File: config.mk
export PLATFORM = sky130hd
export DESIGN_NAME = mem_arbiter_rr
export DESIGN_NICKNAME = d
export VERILOG_FILES = /design/src/rtl/mem_arbiter_rr_pkg.sv /design/src/rtl/mem_arbiter_rr_pick.sv /design/src/rtl/mem_arbiter_rr.sv
export SDC_FILE = /design/constraint.sdc
export NUM_CORES = 1
export LEC_CHECK = 0
export CAP_MARGIN = 40
export CORE_AREA = 3 3 536 538
export CTS_BUF_LIST = sky130_fd_sc_hd__clkbuf_16
export CTS_CLUSTER_DIAMETER = 30
export DETAILED_ROUTE_END_ITERATION = 6
export DIE_AREA = 0 0 539 541
export PLACE_DENSITY_LB_ADDON = 0.15
export REMOVE_ABC_BUFFERS = 1
export SYNTH_ARGS = -nofsm -noshare
export SYNTH_HDL_FRONTEND = slang
export SYNTH_SLANG_ARGS = --single-unit
File: constraint.sdc
create_clock -name clk -period 2 [get_ports clk]
set_input_delay 0.5 -clock clk [delete_from_list [all_inputs] [get_ports clk]]
set_output_delay 0.5 -clock clk [all_outputs]
set_load 0.01 [all_outputs]
File: src/rtl/mem_arbiter_rr_pkg.sv
// Shared types for the round-robin memory arbiter.
//   arb_state_e        : arbiter FSM states (IDLE, BUSY, RESP)
//   DEFAULT_LINE_WIDTH : default cache line width in bits
//   rv32i_word         : 32-bit word, the natural address type when ADDR_WIDTH = 32
package arbiter_types;

   typedef enum logic [1:0] {
      IDLE = 2'd0,
      BUSY = 2'd1,
      RESP = 2'd2
   } arb_state_e;

   localparam int DEFAULT_LINE_WIDTH = 256;

   typedef logic [31:0] rv32i_word;

endpackage

File: src/rtl/mem_arbiter_rr_pick.sv
// rr_pick: purely combinational round-robin selector.
// Scans the request vector starting at rr_ptr and moving upward, wrapping at
// NUM_PORTS, and reports the first requesting port.
//   req   : per-port request vector
//   ptr   : port with highest priority this round
//   valid : at least one port is requesting
//   idx   : index of the winning port (0 when valid is low)
module rr_pick #(
   parameter int NUM_PORTS = 2,
   parameter int IDX_WIDTH = $clog2(NUM_PORTS)
) (
   input  logic [NUM_PORTS-1:0] req,
   input  logic [IDX_WIDTH-1:0] ptr,
   output logic                 valid,
   output logic [IDX_WIDTH-1:0] idx
);

   // Walk offsets from farthest to nearest so the last hit written is the
   // closest port at or above ptr.
   always_comb begin
      valid = 1'b0;
      idx   = '0;
      for (int k = NUM_PORTS - 1; k >= 0; k--) begin
         if (req[(int'(ptr) + k) % NUM_PORTS]) begin
            valid = 1'b1;
            idx   = IDX_WIDTH'((int'(ptr) + k) % NUM_PORTS);
         end
      end
   end

endmodule

File: src/rtl/mem_arbiter_rr.sv
// mem_arbiter_rr: round-robin arbiter between NUM_PORTS cache-line
// requesters and a single physical-memory port.
//   clk, rst                 : clock, synchronous active-high reset
//   req_read / req_write     : per-port line read / write requests
//   req_addr / req_wdata     : per-port address and write line
//   req_resp                 : one-hot completion pulse to the granted port
//   req_rdata                : returned line, shared by all ports
//   pmem_read / pmem_write   : memory commands (from latched registers only)
//   pmem_address / pmem_wdata: latched address and write line
//   pmem_rdata / pmem_resp   : memory read line and completion
// Handshake: a requester holds its request, address and data stable until it
// sees its req_resp bit high, and drops the request on the edge that samples
// req_resp. The arbiter keeps one grant for a whole memory transaction;
// pmem holds the command until it raises pmem_resp for one cycle.
module mem_arbiter_rr
   import arbiter_types::*;
#(
   parameter int NUM_PORTS  = 2,
   parameter int LINE_WIDTH = DEFAULT_LINE_WIDTH,
   parameter int ADDR_WIDTH = 32,
   parameter int IDX_WIDTH  = $clog2(NUM_PORTS)
) (
   input  logic                                  clk,
   input  logic                                  rst,
   input  logic [NUM_PORTS-1:0]                  req_read,
   input  logic [NUM_PORTS-1:0]                  req_write,
   input  logic [NUM_PORTS-1:0][ADDR_WIDTH-1:0]  req_addr,
   input  logic [NUM_PORTS-1:0][LINE_WIDTH-1:0]  req_wdata,
   output logic [NUM_PORTS-1:0]                  req_resp,
   output logic [LINE_WIDTH-1:0]                 req_rdata,
   output logic                                  pmem_read,
   output logic                                  pmem_write,
   output logic [ADDR_WIDTH-1:0]                 pmem_address,
   output logic [LINE_WIDTH-1:0]                 pmem_wdata,
   input  logic [LINE_WIDTH-1:0]                 pmem_rdata,
   input  logic                                  pmem_resp
);

   localparam logic [IDX_WIDTH-1:0] LAST_IDX = IDX_WIDTH'(NUM_PORTS - 1);

   arb_state_e             state_q,  state_d;
   logic [IDX_WIDTH-1:0]   rr_ptr_q, rr_ptr_d;
   logic [IDX_WIDTH-1:0]   grant_q,  grant_d;
   logic [ADDR_WIDTH-1:0]  addr_q,   addr_d;
   logic [LINE_WIDTH-1:0]  wdata_q,  wdata_d;
   logic                   write_q,  write_d;
   logic [LINE_WIDTH-1:0]  rdata_q,  rdata_d;

   logic [NUM_PORTS-1:0]   req_any;
   logic                   pick_valid;
   logic [IDX_WIDTH-1:0]   pick_idx;

   assign req_any = req_read | req_write;

   rr_pick #(
      .NUM_PORTS (NUM_PORTS),
      .IDX_WIDTH (IDX_WIDTH)
   ) u_pick (
      .req   (req_any),
      .ptr   (rr_ptr_q),
      .valid (pick_valid),
      .idx   (pick_idx)
   );

   always_comb begin
      state_d  = state_q;
      rr_ptr_d = rr_ptr_q;
      grant_d  = grant_q;
      addr_d   = addr_q;
      wdata_d  = wdata_q;
      write_d  = write_q;
      rdata_d  = rdata_q;
      unique case (state_q)
         IDLE: begin
            if (pick_valid) begin
               grant_d = pick_idx;
               addr_d  = req_addr[pick_idx];
               wdata_d = req_wdata[pick_idx];
               // A port asserting both read and write is treated as a write.
               write_d = req_write[pick_idx];
               state_d = BUSY;
            end
         end
         BUSY: begin
            if (pmem_resp) begin
               rdata_d  = pmem_rdata;
               rr_ptr_d = (grant_q == LAST_IDX) ? '0 : grant_q + IDX_WIDTH'(1);
               state_d  = RESP;
            end
         end
         RESP: begin
            state_d = IDLE;
         end
         default: begin
            state_d = IDLE;
         end
      endcase
   end

   always_ff @(posedge clk) begin
      if (rst) begin
         state_q  <= IDLE;
         rr_ptr_q <= '0;
         grant_q  <= '0;
         addr_q   <= '0;
         wdata_q  <= '0;
         write_q  <= 1'b0;
         rdata_q  <= '0;
      end else begin
         state_q  <= state_d;
         rr_ptr_q <= rr_ptr_d;
         grant_q  <= grant_d;
         addr_q   <= addr_d;
         wdata_q  <= wdata_d;
         write_q  <= write_d;
         rdata_q  <= rdata_d;
      end
   end

   // Outputs decode only from state and latched registers.
   assign pmem_read    = (state_q == BUSY) && !write_q;
   assign pmem_write   = (state_q == BUSY) &&  write_q;
   assign pmem_address = addr_q;
   assign pmem_wdata   = wdata_q;
   assign req_rdata    = rdata_q;

   always_comb begin
      req_resp = '0;
      if (state_q == RESP) req_resp[grant_q] = 1'b1;
   end

endmodule

==> results of run 1 <==
[timing repair]
action / 4_1_cts / 5_1_grt
buffers inserted: 8 / 3
cloned: 0 / 1
resized for setup: 2034 / 44
setup endpoints to repair: 557 / 173
pin swaps: 2 / 4
[final cells by class]
type / count / area share, %
clock inverters: 185 / 2.75
repair buffers: 1675 / 31.2
clock buffers: 221 / 11.3
diodes: 21 / 0.107
flip-flops and latches: 549 / 22.7
well taps: 3743 / 9.57
multi-input cells: 1947 / 22.4
[metrics by stage]
stage | setup TNS (ps) | total power, mW
floorplan | -5128190 | 16.2
global placement | -196040 | 22.7
detailed placement | -200160 | 22.7
CTS | -878 | 53.7
global route | -833 | 55.1
finish | -357 | 52.7
[worst max-delay path, cell delays in order, from the launching register on]
cell     delay (ps)
dfxtp_4         340
buf_6           120
nor3b_2         150
buf_2           180
[cells in the final DEF (no fill, tap or decap), types with 3 or more instances in the layout]
cell,instances
clkdlybuf4s50_1,837
a21oi_1,548
nand2_1,514
dfxtp_1,493
buf_2,326
o21ai_0,289
nand3_1,289
buf_4,244
clkbuf_16,222
a311oi_1,182
clkdlybuf4s15_2,110
a311oi_2,107
clkinv_1,68
clkdlybuf4s15_1,58
buf_12,58
inv_1,50
clkinv_2,41
dfxtp_2,39
diode_2,21
dfxtp_4,17
bufinv_16,14
buf_6,13
dlygate4sd2_1,12
clkbuf_2,11
clkinv_16,7
inv_6,3
buf_8,3
[routing by layer]
layer / part of all wire [%] / up-vias / routed length [um] / track usage, %
li1: - / 13600 / - / -
met4: 2.1 / 42 / 4070 / 3.00
met1: 39 / 14400 / 76700 / 14.2
met3: 8.6 / 286 / 17000 / 5.08
met5: 0.13 / - / 266 / 0
met2: 50 / 1334 / 99600 / 22.8
[worst max-delay path by stage]
stage	end	slack, ps
5_1_grt	pmem_read	-220
2_1_floorplan	pmem_wdata[100]	-14550
3_3_place_gp	pmem_wdata[140]	-780
6_report	pmem_read	-100
3_5_place_dp	pmem_wdata[140]	-760
4_1_cts	pmem_read	-220
[where the power goes]
| group | internal, mW | total [mW] | switching (mW) |
|---|---|---|---|
| Clock | 21.4 | 30.9 | 9.49 |
| Combinational | 4.19 | 9.07 | 4.89 |
| Sequential | 12.0 | 12.7 | 0.658 |
| Total | 37.6 | 52.7 | 15.0 |
[sequential cells by signal, indices dropped and copies added, names as in the netlist]
name and count:
write_q 1, pmem_address 32, state_q 2, pmem_wdata 256, grant_q 1, req_rdata 256
rr_ptr_q 1
[kinds of logic (layout without fill, tap and decap cells)]
family | Yosys count | after routing
compound gates | 1129 | 1129
buf+inv | 342 | 2081
flops | 549 | 549
other cells | 0 | 21
simple gates | 818 | 818
==> flow_summary.yaml, run 1 <==
outcome:
  status: "finished, violations left"
  violations: "negative setup slack"
power:
  vdd_drop_max_mv: 0.693
  power_density_mw_per_mm2: 1080
  leakage_nw: 18.1
placement:
  place.gp.congestion: 0.789
  dpl.hpwl_mm: 155
  placed_area_sq_mm: 0.0432
  dp_slack_ps: -758
  placedCellCount: 7902
  portBuffers: 1386
worst_setup_path:
  end_kind: "output port"
  critPathKind: "register to output port"
  cp_max_fo: 5
  worstSetupStartpointType: "register"
  critPathRequiredTime_ps: 1500
  timing.rr.end: "pmem_wdata[143]"
  arrival_ps: 1600
  r2r-start: "state_q[1]"
  critPathLaunch: "state_q[1]"
  r2r_slack_ps: 80
  reg2reg_depth: 8
yosys:
  synthSimpleGateAreaFrac_pct: 14.9
  muxShareOfSynthArea_pct: 0
  synth.distinct_cells: 23
  synth_top_area_cell: "dfxtp_1"
  yosysMostFrequentCell: "dfxtp_1"
  synth_top_area_share_pct: 47.2
  yosys.area_share.adder_pct: 0
  async_flop_share_pct: 0
  syn_inst: 2838
  netlist_area_sq_mm: 0.0233
  synth-xor-area-share_pct: 0
  seq_area_frac_synth_pct: 47.2
  synth_compound_area_share_pct: 31.9
  synthTopCellsByArea: "dfxtp_1 (47%), a21oi_1 (12%), nand2_1 (8.3%)"
  synth_edf_count: 0
  ys_seq_elements: 549
  synthTopCellsByCount: "dfxtp_1 (549), a21oi_1 (548), nand2_1 (514)"
  syn_area_per_cell_sq_um: 8.20
  synth_top_family_by_area: "compound AO/OA/AOI/OAI gates"
  synth-main-ff-cell: "dfxtp_1"
  yosysWarnings: 0
floorplan:
  io_pins: 1387
  die_x_um: 539
  die_h_um: 541
  die_area_sq_mm: 0.292
  coreArea_sq_mm: 0.283
  initial_core_util_pct: 8.23
  num_rows: 195
clock_network:
  cts_made_buffers: 221
  cts_tree: "done"
  clk_latency_ps: 840
  clk_pin_slew_ps: 40
  cts_sinks: 549
  cts_root_buffer: "clkbuf_16"
  htreeDepth: 4
  cts_hold_buf: 0
  cts_buffer_depth: 4
timing:
  maxSlewViolCount: 0
  setup_slack_ps: -99.5
  rsz0062_at_grt: "true"
  setup_viol: 4
  post-route-period-util_pct: 105
  max_freq_ghz: 0.476
  tightest_slew_ps: 699
  fin_crit_ps: 2100
  clock_skew_ps: 47.4
  hold_slack_ps: 160
  slew_headroom_pct: 53.4
  hold_viol: 0
global_routing:
  grt_pass1_wl_mm: 265
  grt_max_degree: 65
  grt-ovfl-total: 0
  antenna_found_initial: 67
  grt_pass1_vias: 31100
  grt.total_usage_pct: 12.8
hold_path:
  whs_path_depth: 2
  hp-class: "primary input to register"
  min_to: "pmem_wdata[189]"
  holdCritStartpoint: "rst"
finish:
  fill_cells: 32000
  drive_gt1_share_pct: 26.9
  seq_area_sq_mm: 0.0111
  final_design_area_no_fill_sq_mm: 0.0489
  multi_input_area_sq_mm: 0.0109
  syn_to_final_growth_pct: 110
  nets: 5233
  fin_cells: 8341
  final_util_pct: 17.3
drt:
  drt-total-wl_mm: 198
  first_pass_iters: 6
  route.detailed.drc: 0
  via_per_inst: 3.56
  ant_nets: 0
  drt-initial-drc-count: 1273
  post_drt_wl_per_cell_um: 23.7
  vias: 29700
flow_run:
  drv_cap: 0
Power figures use the tool's default switching activity.
==> run 2: changes to the inputs <==
- CORE_AREA: 3 3 536 538 -> 3 3 534 536
- DIE_AREA: 0 0 539 541 -> 0 0 537 539
- clock period: 2 -> 2.42 ns (I/O delays scaled with it)
==> run 2 against run 1 <==
Compared with the run above:
- the flow now finishes without violations
- critical path type unchanged
- clock skew rose by 19 ps
- clock power fell by 22%
- via count down 1.3%
- sequential cell count stayed put
==> flow_summary.yaml, run 2 (synthesis gave the netlist of run 1 again) <==
outcome:
  status: "completed"
worst_setup_path:
  arrival_ps: 1720
  end_kind: "output port"
  critPathKind: "register to output port"
  worst-path-stages: 1
  cp_max_fo: 2
  r2r-start: "state_q[1]"
  slowest_delay_ps: 560
  critPathTopFamily: "buffers and inverters"
  worstSetupStartpointType: "register"
  slowest_stage: "clkdlybuf4s50_1"
  critPathRequiredTime_ps: 1810
  r2r_slack_ps: 360
  timing.rr.end: "pmem_wdata[16]"
  cp_num_buf_inv: 1
  reg2reg_depth: 4
  cp_cell_sequence: "clkdlybuf4s50_1"
drt:
  route.met3.wl_mm: 18.7
  ant_nets: 0
  first_pass_iters: 5
  vias: 29300
  via_per_inst: 3.53
  dr.max_layer_used: "met5"
  route.detailed.drc: 0
  drt-met1-wl_mm: 74.0
  post_drt_wl_per_cell_um: 23.7
  dr_wl_met2_mm: 99.8
  drt-initial-drc-count: 1320
  drt-total-wl_mm: 196
timing:
  fin_crit_ps: 2320
  hold_viol: 0
  slew_headroom_pct: 56.7
  post-route-period-util_pct: 96.0
  tightest_slew_ps: 650
  tns_ps: 0
  setup_viol: 0
  rsz0062_at_grt: "false"
  clock_skew_ps: 66.6
  maxSlewViolCount: 0
  max_freq_ghz: 0.430
floorplan:
  coreArea_sq_mm: 0.281
  num_rows: 195
  die_x_um: 537
  die_area_sq_mm: 0.289
  die_h_um: 539
  io_pins: 1387
  initial_core_util_pct: 8.27
finish:
  fin_cells: 8299
  nets: 5210
  drive_gt1_share_pct: 14.6
  syn_to_final_growth_pct: 112
  final_util_pct: 17.5
  final_cell_mix: "clkdlybuf4s50_1 (956), a21oi_1 (548), dfxtp_1 (536)"
  final_common_cell: "clkdlybuf4s50_1"
global_routing:
  grt_max_degree: 60
  grt_pass1_wl_mm: 263
  grt-ovfl-total: 0
  antenna_found_initial: 75
  grt_pass1_vias: 30900
  grt.total_usage_pct: 12.8
clock_network:
  cts_buffer_depth: 4
  cts_tree: "done"
  cts_made_buffers: 223
  postCtsResizedCells: 443
  cts_sinks: 549
  post_cts_buffers: 0
  cts_root_buffer: "clkbuf_16"
  clk_latency_ps: 820
  clk_pin_slew_ps: 40
  cts_hold_buf: 0
  htreeDepth: 4
power:
  power_density_mw_per_mm2: 855
  p_total_mw: 42.1
  leakage_nw: 18.8
  vdd_drop_max_mv: 0.566
hold_path:
  hp-class: "primary input to register"
  whs_path_depth: 2
  min_to: "req_rdata[63]"
  holdCritStartpoint: "rst"
placement:
  place.gp.congestion: 0.797
  portBuffers: 1386
  dpl.hpwl_mm: 154
  placedCellCount: 7889
flow_run:
  drv_cap: 0
==> run 2: cell count changes in the layout (fill, tap and decap cells not counted), sizes merged, moves of 16 or more <==
cell,before,now
dlygate4sd2,12,405
buf,646,267
clkdlybuf4s15,168,6
clkdlybuf4s50,837,956
clkinv,116,99
inv,55,72
dlymetal6s2s,0,16
==> run 2: final cells by class <==
| type | count | area (sq um) |
|---|---|---|
| antenna | 14 | 35.0 |
| clock buffer | 223 | 5580 |
| clock inverter | 173 | 956 |
| fill | 31700 | 232000 |
| multi-input combinational | 1947 | 10900 |
| sequential | 549 | 11000 |
| tap | 3743 | 4680 |
| timing repair buffer | 1650 | 16000 |
==> run 2: power by group <==
part           switching, mW  leakage (nW)  internal [mW]
Combinational           4.00          10.9           3.53
Clock                   7.66          3.45           16.4
Sequential             0.523          4.53           9.93
Total                   12.2          18.8           29.9
==> run 2: routing by layer <==
layer | up-vias | GRT usage, %
li1 | 13500 | -
met1 | 14100 | 13.8
met2 | 1285 | 23.2
met3 | 297 | 5.39
met4 | 70 | 2.70
met5 | - | 0
==> run 2: worst max path at each step <==
stage | startpoint | slack, ps | end
floorplan | state_q[1] | -14130 | pmem_wdata[100]
global placement | req_write[1] | -500 | pmem_wdata[134]
detailed placement | req_read[1] | -480 | pmem_wdata[1]
CTS | pmem_wdata[190] | 0.2 | pmem_wdata[190]
global route | req_rdata[118] | 2 | req_rdata[118]
finish | pmem_wdata[111] | 100 | pmem_wdata[111]
==> run 2: stage by stage <==
stage          hold WS [ps]  setup WS (ps)  instance area [sq um]
2_1_floorplan           435         -14130                  21900
3_3_place_gp            442           -499                  43100
3_5_place_dp            446           -480                  43100
4_1_cts                49.0          0.247                  49200
5_1_grt                72.8           1.99                  49200
6_report                161           97.0                  49200
